<file path="src/rtl/miriscv_lsu_if.sv">
// Purpose : bundles of the LSU core-side and memory-side signals.
// Latency : n/a (signal bundles only).
// Backpressure: core side stalls on lsu_stall_req_o; memory side completes on data_rvalid_i.
//
// miriscv_lsu_core_if : decoder/ALU request in, stall/result/error out.
//    master = core pipeline, slave = LSU.
// miriscv_lsu_mem_if  : word-addressed data memory port.
//    master = LSU, slave = data memory.

interface miriscv_lsu_core_if;
   logic        lsu_req_i;
   logic        lsu_we_i;
   logic [2:0]  lsu_size_i;
   logic [31:0] lsu_addr_i;
   logic [31:0] lsu_data_i;
   logic        lsu_stall_req_o;
   logic [31:0] lsu_data_o;
   logic        lsu_err_o;

   modport master (
      output lsu_req_i, lsu_we_i, lsu_size_i, lsu_addr_i, lsu_data_i,
      input  lsu_stall_req_o, lsu_data_o, lsu_err_o
   );
   modport slave (
      input  lsu_req_i, lsu_we_i, lsu_size_i, lsu_addr_i, lsu_data_i,
      output lsu_stall_req_o, lsu_data_o, lsu_err_o
   );
endinterface

interface miriscv_lsu_mem_if;
   logic        data_req_o;
   logic        data_we_o;
   logic [3:0]  data_be_o;
   logic [31:0] data_addr_o;
   logic [31:0] data_wdata_o;
   logic        data_rvalid_i;
   logic [31:0] data_rdata_i;

   modport master (
      output data_req_o, data_we_o, data_be_o, data_addr_o, data_wdata_o,
      input  data_rvalid_i, data_rdata_i
   );
   modport slave (
      input  data_req_o, data_we_o, data_be_o, data_addr_o, data_wdata_o,
      output data_rvalid_i, data_rdata_i
   );
endinterface

</file>
<file path="src/rtl/miriscv_lsu.sv">
// Purpose : miriscv load/store unit, one access at a time on a word-addressed data port.
// Latency : 3 cycles with zero-wait memory (IDLE, BUSY, DONE), +1 per wait cycle; illegal access 2 cycles.
// Backpressure: holds the core via combinational lsu_stall_req_o until DONE; waits on data_rvalid_i in BUSY.
//
// Ports:
//    clk_i, rst_i : clock (rising edge), synchronous active-high reset
//    core         : request (req/we/size/addr/data), stall, extended load result, error pulse
//    mem          : req/we/be/addr/wdata out, rvalid/rdata in

module miriscv_lsu (
   input  logic                    clk_i,
   input  logic                    rst_i,
   miriscv_lsu_core_if.slave       core,
   miriscv_lsu_mem_if.master       mem
);

   localparam logic [2:0] LDST_B  = 3'd0;
   localparam logic [2:0] LDST_H  = 3'd1;
   localparam logic [2:0] LDST_W  = 3'd2;
   localparam logic [2:0] LDST_BU = 3'd4;
   localparam logic [2:0] LDST_HU = 3'd5;

   typedef enum logic [1:0] {IDLE, BUSY, DONE} state_t;

   state_t      state;
   logic [2:0]  size_q;
   logic [1:0]  off_q;
   logic        req_q;
   logic        we_q;
   logic [3:0]  be_q;
   logic [31:0] addr_q;
   logic [31:0] wdata_q;
   logic [31:0] rdata_q;
   logic        err_q;

   logic        legal;
   logic [3:0]  be_nxt;
   logic [31:0] wdata_nxt;
   logic [7:0]  ld_byte;
   logic [15:0] ld_half;
   logic [31:0] ld_ext;

   // Legality of the request as presented in IDLE.
   always_comb begin
      legal = 1'b0;
      case (core.lsu_size_i)
         LDST_B:  legal = 1'b1;
         LDST_H:  legal = ~core.lsu_addr_i[0];
         LDST_W:  legal = (core.lsu_addr_i[1:0] == 2'b00);
         LDST_BU: legal = ~core.lsu_we_i;
         LDST_HU: legal = ~core.lsu_we_i & ~core.lsu_addr_i[0];
         default: legal = 1'b0;
      endcase
   end

   // Store data is replicated across lanes so the byte enables alone pick the target bytes.
   always_comb begin
      be_nxt    = 4'b1111;
      wdata_nxt = 32'h0;
      if (core.lsu_we_i) begin
         case (core.lsu_size_i)
            LDST_B: begin
               be_nxt    = 4'b0001 << core.lsu_addr_i[1:0];
               wdata_nxt = {4{core.lsu_data_i[7:0]}};
            end
            LDST_H: begin
               be_nxt    = core.lsu_addr_i[1] ? 4'b1100 : 4'b0011;
               wdata_nxt = {2{core.lsu_data_i[15:0]}};
            end
            default: begin
               be_nxt    = 4'b1111;
               wdata_nxt = core.lsu_data_i;
            end
         endcase
      end
   end

   // Load lane extraction uses the offset latched in IDLE, not the live address.
   always_comb begin
      ld_byte = mem.data_rdata_i[{off_q, 3'b000} +: 8];
      ld_half = mem.data_rdata_i[{off_q[1], 4'b0000} +: 16];
      case (size_q)
         LDST_B:  ld_ext = {{24{ld_byte[7]}}, ld_byte};
         LDST_BU: ld_ext = {24'h0, ld_byte};
         LDST_H:  ld_ext = {{16{ld_half[15]}}, ld_half};
         LDST_HU: ld_ext = {16'h0, ld_half};
         default: ld_ext = mem.data_rdata_i;
      endcase
   end

   always_ff @(posedge clk_i) begin
      if (rst_i) begin
         state   <= IDLE;
         size_q  <= 3'd0;
         off_q   <= 2'd0;
         req_q   <= 1'b0;
         we_q    <= 1'b0;
         be_q    <= 4'd0;
         addr_q  <= 32'h0;
         wdata_q <= 32'h0;
         rdata_q <= 32'h0;
         err_q   <= 1'b0;
      end else begin
         case (state)
            IDLE: begin
               if (core.lsu_req_i) begin
                  if (legal) begin
                     size_q  <= core.lsu_size_i;
                     off_q   <= core.lsu_addr_i[1:0];
                     we_q    <= core.lsu_we_i;
                     be_q    <= be_nxt;
                     addr_q  <= {core.lsu_addr_i[31:2], 2'b00};
                     wdata_q <= wdata_nxt;
                     req_q   <= 1'b1;
                     state   <= BUSY;
                  end else begin
                     // No memory access; only an errored load clears the result.
                     err_q <= 1'b1;
                     if (!core.lsu_we_i)
                        rdata_q <= 32'h0;
                     state <= DONE;
                  end
               end
            end
            BUSY: begin
               if (mem.data_rvalid_i) begin
                  req_q <= 1'b0;
                  if (!we_q)
                     rdata_q <= ld_ext;
                  state <= DONE;
               end
            end
            DONE: begin
               err_q <= 1'b0;
               state <= IDLE;
            end
            default: state <= IDLE;
         endcase
      end
   end

   assign core.lsu_stall_req_o = ~rst_i &
                                 (((state == IDLE) & core.lsu_req_i) | (state == BUSY));
   assign core.lsu_data_o      = rdata_q;
   assign core.lsu_err_o       = err_q;

   assign mem.data_req_o   = req_q;
   assign mem.data_we_o    = we_q;
   assign mem.data_be_o    = be_q;
   assign mem.data_addr_o  = addr_q;
   assign mem.data_wdata_o = wdata_q;

endmodule
</file>
<file path="src/flat_wrapper.sv">
// flat-port wrapper written by rule: the top's interface ports become plain ports
module miriscv_lsu_flat 
  (clk_i, rst_i, core_lsu_req_i, core_lsu_we_i, core_lsu_size_i, core_lsu_addr_i, core_lsu_data_i, core_lsu_stall_req_o, core_lsu_data_o, core_lsu_err_o, mem_data_req_o, mem_data_we_o, mem_data_be_o, mem_data_addr_o, mem_data_wdata_o, mem_data_rvalid_i, mem_data_rdata_i);
  miriscv_lsu_core_if core_i ();
  miriscv_lsu_mem_if mem_i ();
  input  logic clk_i;
  input  logic rst_i;
  input wire logic [$bits(core_i.lsu_req_i)-1:0] core_lsu_req_i;
  input wire logic [$bits(core_i.lsu_we_i)-1:0] core_lsu_we_i;
  input wire logic [$bits(core_i.lsu_size_i)-1:0] core_lsu_size_i;
  input wire logic [$bits(core_i.lsu_addr_i)-1:0] core_lsu_addr_i;
  input wire logic [$bits(core_i.lsu_data_i)-1:0] core_lsu_data_i;
  output wire logic [$bits(core_i.lsu_stall_req_o)-1:0] core_lsu_stall_req_o;
  output wire logic [$bits(core_i.lsu_data_o)-1:0] core_lsu_data_o;
  output wire logic [$bits(core_i.lsu_err_o)-1:0] core_lsu_err_o;
  output wire logic [$bits(mem_i.data_req_o)-1:0] mem_data_req_o;
  output wire logic [$bits(mem_i.data_we_o)-1:0] mem_data_we_o;
  output wire logic [$bits(mem_i.data_be_o)-1:0] mem_data_be_o;
  output wire logic [$bits(mem_i.data_addr_o)-1:0] mem_data_addr_o;
  output wire logic [$bits(mem_i.data_wdata_o)-1:0] mem_data_wdata_o;
  input wire logic [$bits(mem_i.data_rvalid_i)-1:0] mem_data_rvalid_i;
  input wire logic [$bits(mem_i.data_rdata_i)-1:0] mem_data_rdata_i;
  assign core_i.lsu_req_i = core_lsu_req_i;
  assign core_i.lsu_we_i = core_lsu_we_i;
  assign core_i.lsu_size_i = core_lsu_size_i;
  assign core_i.lsu_addr_i = core_lsu_addr_i;
  assign core_i.lsu_data_i = core_lsu_data_i;
  assign core_lsu_stall_req_o = core_i.lsu_stall_req_o;
  assign core_lsu_data_o = core_i.lsu_data_o;
  assign core_lsu_err_o = core_i.lsu_err_o;
  assign mem_data_req_o = mem_i.data_req_o;
  assign mem_data_we_o = mem_i.data_we_o;
  assign mem_data_be_o = mem_i.data_be_o;
  assign mem_data_addr_o = mem_i.data_addr_o;
  assign mem_data_wdata_o = mem_i.data_wdata_o;
  assign mem_i.data_rvalid_i = mem_data_rvalid_i;
  assign mem_i.data_rdata_i = mem_data_rdata_i;
  miriscv_lsu u_core (.clk_i(clk_i), .rst_i(rst_i), .core(core_i), .mem(mem_i));
endmodule
</file>
<file path="config.mk">
export PLATFORM = sky130hd
export DESIGN_NAME = miriscv_lsu_flat
export DESIGN_NICKNAME = d
export VERILOG_FILES = /design/src/rtl/miriscv_lsu_if.sv /design/src/rtl/miriscv_lsu.sv /design/src/flat_wrapper.sv
export SDC_FILE = /design/constraint.sdc
export NUM_CORES = 1
export LEC_CHECK = 0
export BUFFER_PORTS_ARGS = -buffer_cell sky130_fd_sc_hd__buf_2
export CAP_MARGIN = 10
export CORE_AREA = 2 2 107 109
export CTS_CLUSTER_SIZE = 40
export DETAILED_ROUTE_END_ITERATION = 7
export DIE_AREA = 0 0 109 111
export PLACE_DENSITY_LB_ADDON = 0.15
export SLEW_MARGIN = 20
export SYNTH_ARGS = -nofsm -noshare
export SYNTH_HDL_FRONTEND = slang
export SYNTH_SLANG_ARGS = --single-unit
</file>
<file path="constraint.sdc">
create_clock -name clk_i -period 2.5 [get_ports clk_i]
set_clock_uncertainty 0.05 [all_clocks]
set_input_delay 0.75 -clock clk_i [delete_from_list [all_inputs] [get_ports clk_i]]
set_output_delay 0.75 -clock clk_i [all_outputs]
set_load 0.01 [all_outputs]
</file>
==> results of run 1 <==
==> worst reg2reg max path, cell delays in order (launching register included) <==
cell and delay [ps]:
dfxtp_1 510, nor2b_1 170, o211a_2 190, nor2_1 790, nand2_1 150, nand2_1 90
==> where the power goes <==
| group | internal [mW] | switching, mW | total (mW) |
|---|---|---|---|
| clock | 0.794 | 0.625 | 1.42 |
| combinational | 0.226 | 0.318 | 0.544 |
| sequential | 1.78 | 0.0360 | 1.81 |
| total | 2.80 | 0.978 | 3.77 |
==> kinds of logic (layout without fill, tap and decap cells) <==
group,after synthesis,in the layout
buffers and inverters,57,249
flip-flops,108,108
multiplexers,25,25
other,1,3
AO/OA/AOI/OAI,167,167
AND/OR/NAND/NOR,219,219
==> area by class of cell <==
cell class / instances / area share
diodes: 1 / 0.000399
clock buffers: 10 / 0.0381
multi-input cells: 413 / 0.380
repair buffers: 225 / 0.194
clock inverters: 5 / 0.00839
flip-flops and latches: 108 / 0.345
inverters: 9 / 0.00539
well taps: 143 / 0.0286
==> state kept, by name, indices dropped and copies added (netlist names) <==
| name | flops |
|---|---|
| u_core.core.lsu_data_o | 32 |
| u_core.core.lsu_err_o | 1 |
| u_core.mem.data_addr_o | 30 |
| u_core.mem.data_be_o | 4 |
| u_core.mem.data_req_o | 1 |
| u_core.mem.data_wdata_o | 32 |
| u_core.mem.data_we_o | 1 |
| u_core.off_q | 2 |
| u_core.size_q | 3 |
| u_core.state | 2 |
==> synthesized netlist by cell type (all sizes together) <==
cell | number | area (sq um)
o2bb2ai | 1 | 8.76
a211o | 6 | 52.6
o22ai | 1 | 6.26
o211a | 1 | 10.0
o211ai | 1 | 7.51
nor4 | 2 | 18.8
dfxtp | 108 | 2160
conb | 1 | 3.75
and2b | 1 | 7.51
mux2 | 9 | 101
nand3 | 19 | 100
a21oi | 77 | 385
a31oi | 2 | 27.5
and2 | 2 | 12.5
o31ai | 24 | 230
a21boi | 1 | 7.51
o21a | 1 | 7.51
mux2i | 15 | 150
nand3b | 22 | 165
mux4 | 1 | 22.5
inv | 9 | 33.8
a221oi | 3 | 32.5
nand2 | 137 | 514
a22oi | 6 | 45.0
nor2b | 3 | 18.8
nor3 | 7 | 35.0
a22o | 8 | 70.1
clkbuf | 24 | 91.3
nand2b | 4 | 25.0
nor2 | 21 | 78.8
or3 | 1 | 6.26
o21ai | 19 | 98.9
a211oi | 10 | 75.1
buf | 24 | 133
o221ai | 6 | 52.6
==> path summary, 6_finish.rpt <==
| kind | depth (start not counted) | slack [ps] | to | from |
|---|---|---|---|---|
| worst min register to register | 2 | 390 | u_core.mem.data_wdata_o[27] | u_core.mem.data_wdata_o[27] |
| worst max register to register | 5 | 490 | u_core.mem.data_wdata_o[10] | u_core.state[0] |
| worst max-delay path | 4 | 390 | core_lsu_stall_req_o | rst_i |
| worst min-delay path | 2 | 390 | u_core.mem.data_wdata_o[27] | u_core.mem.data_wdata_o[27] |
==> layer usage <==
layer,routed length (um),GRT usage,vias to the layer above
met5,0,0,-
met3,966,0.0476,13
met2,6670,0.381,164
met4,160,0.0718,0
li1,-,-,2393
met1,6140,0.291,2184
==> metrics by stage <==
step,hold slack [ps],area (sq um)
final,392,6270
after global routing,410,6260
after CTS,393,6260
after detailed placement,383,5970
after global placement,372,5970
after floorplan,413,4800
==> flow_metrics.env, run 1 <==
export IMPL_die_height_um=111
export IMPL_die_x_um=109
export IMPL_final_nets=870
export IMPL_utilization=0.566
export IMPL_slew_viol_final=0
export IMPL_wirelength_um=13900
export IMPL_drive_gt1_frac=0.347
export IMPL_status="complete, no violations"
export IMPL_antenna_found_initial=0
export IMPL_grt_use_total=0.228
export IMPL_yosysWarnings=0
export IMPL_drc=0
export IMPL_fin_crit_sh=0.843
export IMPL_htreeDepth=3
export IMPL_critPathMaxStageDelay_ps=140
export IMPL_power_density_nw_per_um2=602
export IMPL_cp_cell_sequence="buf_2 -> nor2_1 -> o21a_1 -> buf_2"
export IMPL_grt_max_degree=56
export IMPL_placed_cells=898
export IMPL_layout_min_cycle_time_ps=2110
export IMPL_vias_per_cell=5.20
export IMPL_path_clk_slew_ps=70
export IMPL_syn_avg_cell_area_sq_um=8.31
export IMPL_seq_area_frac_synth=0.451
export IMPL_multi_input_area_sq_um=2380
export IMPL_crit_slowest_cell="buf_2"
export IMPL_post_cts_resized=0
export IMPL_finalNonFillerCells=914
export IMPL_setup_viol=0
export IMPL_crit_type="in -> out"
export IMPL_holdCritPathClass="reg -> reg"
export IMPL_finalHoldViolations=0
export IMPL_worst_setup_path_start_kind="input port"
export IMPL_pre_cts_ws_ps=69.3
export IMPL_yosys_area_share_simple=0.205
export IMPL_tightestPinTransition_ps=1050
export IMPL_ff_latch_area_sq_um=2160
export IMPL_cts_root_buf="clkbuf_16"
export IMPL_clock_latency_ps=340
export IMPL_max_freq_mhz=475
export IMPL_ys_seq_elements=108
export IMPL_total_leakage_power_nw=2.89
export IMPL_synth_mux_area_frac=0.0571
export IMPL_grt_pass1_vias=4654
export IMPL_cts_tree="yes"
export IMPL_tns_ps=0
export IMPL_final_common_cell="buf_2"
export IMPL_syn_to_final_growth_pct=30.6
export IMPL_post_cts_buffers=0
export IMPL_cp_data_arrival_time_ps=1310
export IMPL_coreArea_sq_um=11100
export IMPL_clockBufferDepth=2
export IMPL_syn_cell_area_sq_um=4800
export IMPL_ant_nets=0
export IMPL_dr_total_vias=4754
export IMPL_wire_per_inst_um=15.2
export IMPL_cts_sinks=108
export IMPL_synthXorXnorAreaFrac=0
export IMPL_max_cap_violations=0
export IMPL_worstPathRequired_ps=1700
export IMPL_port_buffers=205
export IMPL_top_level_ports=208
export IMPL_synth_cells=577
export IMPL_hold_buffers=0
export IMPL_synth_compound_area_frac=0.233
export IMPL_synth_top_family_by_area="compound AO/OA/AOI/OAI gates"
export IMPL_dp_final_hpwl_um=10200
export IMPL_synth_fa_ha_area_frac=0
export IMPL_cts_buffers=9
export IMPL_power_mw=3.77
export IMPL_initial_core_util=0.433
export IMPL_gp_routability_congestion=0.843
export IMPL_nFillCells=1061
export IMPL_crit_fanout=6
export IMPL_synth_distinct_cells=45
export IMPL_drt_iter0_drc=234
export IMPL_rsz0062_at_grt="no"
export IMPL_irDropWorstVdd_mv=0.320
export IMPL_drt_first_pass_iters=4
export IMPL_crit_family="buffers and inverters"
export IMPL_cp_common_cell="buf_2"
export IMPL_path_buf_inv=2
export IMPL_final_cell_mix="buf_2 (205), nand2_1 (137), dfxtp_1 (108)"
export IMPL_grt_overflow=0
export IMPL_num_rows=39
export IMPL_grt_pass1_wl_um=22300
export IMPL_worstSetupEndpointType="output pin"
export IMPL_dieArea_sq_um=12100
export IMPL_maxSlewHeadroom=0.299
export IMPL_worst_slack_ps=393
Note: power is estimated with default switching activity, not from simulation.
==> run 2: changes to the inputs <==
--- a/config.mk
+++ b/config.mk
@@ -7,10 +7,10 @@
 export LEC_CHECK = 0
 export BUFFER_PORTS_ARGS = -buffer_cell sky130_fd_sc_hd__buf_2
 export CAP_MARGIN = 10
-export CORE_AREA = 2 2 107 109
+export CORE_AREA = 2 2 109 111
 export CTS_CLUSTER_SIZE = 40
 export DETAILED_ROUTE_END_ITERATION = 7
-export DIE_AREA = 0 0 109 111
+export DIE_AREA = 0 0 111 113
 export PLACE_DENSITY_LB_ADDON = 0.15
 export SLEW_MARGIN = 20
 export SYNTH_ARGS = -nofsm -noshare
==> constraint.sdc (replaced) <==
create_clock -name clk_i -period 1.9 [get_ports clk_i]
set_clock_uncertainty 0.05 [all_clocks]
set_input_delay 0.57 -clock clk_i [delete_from_list [all_inputs] [get_ports clk_i]]
set_output_delay 0.57 -clock clk_i [all_outputs]
set_load 0.01 [all_outputs]
==> flow_metrics.env, run 2 (synthesized netlist as in run 1, its figures left out) <==
export IMPL_port_buffers=205
export IMPL_gp_routability_congestion=0.822
export IMPL_cts_buffers=9
export IMPL_coreArea_sq_um=11300
export IMPL_crit_fanout=6
export IMPL_crit_type="reg -> reg"
export IMPL_final_cell_mix="buf_2 (205), nand2_1 (137), dfxtp_1 (108)"
export IMPL_slew_viol_final=0
export IMPL_power_density_nw_per_um2=758
export IMPL_whs_ps=385
export IMPL_setup_viol=0
export IMPL_power_frac_comb=0.155
export IMPL_worstSetupEndpointType="register"
export IMPL_cp_data_arrival_time_ps=2040
export IMPL_hold_buffers=0
export IMPL_die_height_um=113
export IMPL_antenna_cells=0
export IMPL_cts_root_buf="clkbuf_16"
export IMPL_dr_total_vias=4884
export IMPL_vias_per_cell=5.22
export IMPL_path_clk_slew_ps=70
export IMPL_layout_min_cycle_time_ps=1800
export IMPL_seqPwrFrac=0.489
export IMPL_p_sw_frac=0.271
export IMPL_post_cts_resized=0
export IMPL_rsz0062_at_grt="no"
export IMPL_wire_per_inst_um=14.8
export IMPL_status="complete, no violations"
export IMPL_finalHoldViolations=0
export IMPL_maxSlewHeadroom=0.538
export IMPL_grt_pass1_wl_um=22500
export IMPL_grt_overflow=0
export IMPL_dp_final_hpwl_um=10300
export IMPL_clockBufferDepth=2
export IMPL_pwr_share_clk=0.356
export IMPL_cts_sinks=108
export IMPL_initial_core_util=0.426
export IMPL_htreeDepth=3
export IMPL_die_x_um=111
export IMPL_ant_nets=0
export IMPL_power_switching_mw=1.32
export IMPL_power_mw=4.86
export IMPL_dieArea_sq_um=12500
export IMPL_worstPathRequired_ps=2140
export IMPL_total_leakage_power_nw=2.98
export IMPL_syn_to_final_growth_pct=33.6
export IMPL_wirelength_um=13800
export IMPL_drive_gt1_frac=0.367
export IMPL_p_int_mw=3.54
export IMPL_top_level_ports=208
export IMPL_grt_pass1_vias=4636
export IMPL_max_cap_violations=0
export IMPL_max_freq_mhz=557
export IMPL_tightestPinTransition_ps=692
export IMPL_cts_tree="yes"
export IMPL_drt_iter0_drc=315
export IMPL_drt_first_pass_iters=6
export IMPL_worst_setup_path_start_kind="register"
export IMPL_clock_latency_ps=350
export IMPL_drc=0
export IMPL_irDropWorstVdd_mv=0.507
export IMPL_grt_max_degree=46
export IMPL_fin_crit_sh=0.945
export IMPL_grt_use_total=0.219
export IMPL_final_common_cell="buf_2"
export IMPL_post_cts_buffers=0
export IMPL_holdCritPathClass="reg -> reg"
export IMPL_num_rows=39
export IMPL_final_nets=891
export IMPL_antenna_found_initial=0
run 2: area by class of cell:
class,count,area (sq um)
well taps,143,179
inverters,9,33.8
multi-input cells,413,2390
fillers,1074,4860
repair buffers,246,1380
flip-flops and latches,108,2160
clock inverters,7,43.8
clock buffers,9,225
run 2: critical path, stage by stage, from the launching register on:
cell and delay, ps:
dfxtp_1 350, mux4_2 540, nor4_1 340, and2b_1 320
a211o_1 140
run 2: path summary, 6_finish.rpt:
check                               from                          end  slack, ps  depth (start not counted)
max reg2reg              u_core.off_q[1]    u_core.core.lsu_data_o[8]        100                          4
max                      u_core.off_q[1]    u_core.core.lsu_data_o[8]        100                          4
min          u_core.mem.data_wdata_o[15]  u_core.mem.data_wdata_o[15]        390                          2
min reg2reg  u_core.mem.data_wdata_o[15]  u_core.mem.data_wdata_o[15]        390                          2
run 2: routing by layer:
metal,vias to the layer above,GRT usage,share of wire
li1,2440,-,-
met1,2252,0.285,0.45
met2,168,0.346,0.45
met3,24,0.0584,0.072
met4,0,0.0900,0.026
met5,-,0,0
run 2: power by group through the flow:
stage          sequential, mW  clock (mW)  combinational [mW]
3_5_place_dp             2.43           0               0.749
4_1_cts                  2.38        1.79               0.753
6_report                 2.38        1.73               0.752
3_3_place_gp             2.43           0               0.738
2_1_floorplan            2.46           0               0.377
5_1_grt                  2.39        1.88               0.827
run 2: per-stage QoR:
step	setup slack [ps]	instances	util	setup TNS [ps]	instance area, sq um
detailed placement	-310	919	0.544	-13650	6130
floorplan	12.2	578	-	0	4800
global placement	-249	919	0.544	-9660	6130
finish	104	935	0.568	0	6410
global route	11.4	935	0.568	0	6410
CTS	38.9	935	0.568	0	6400
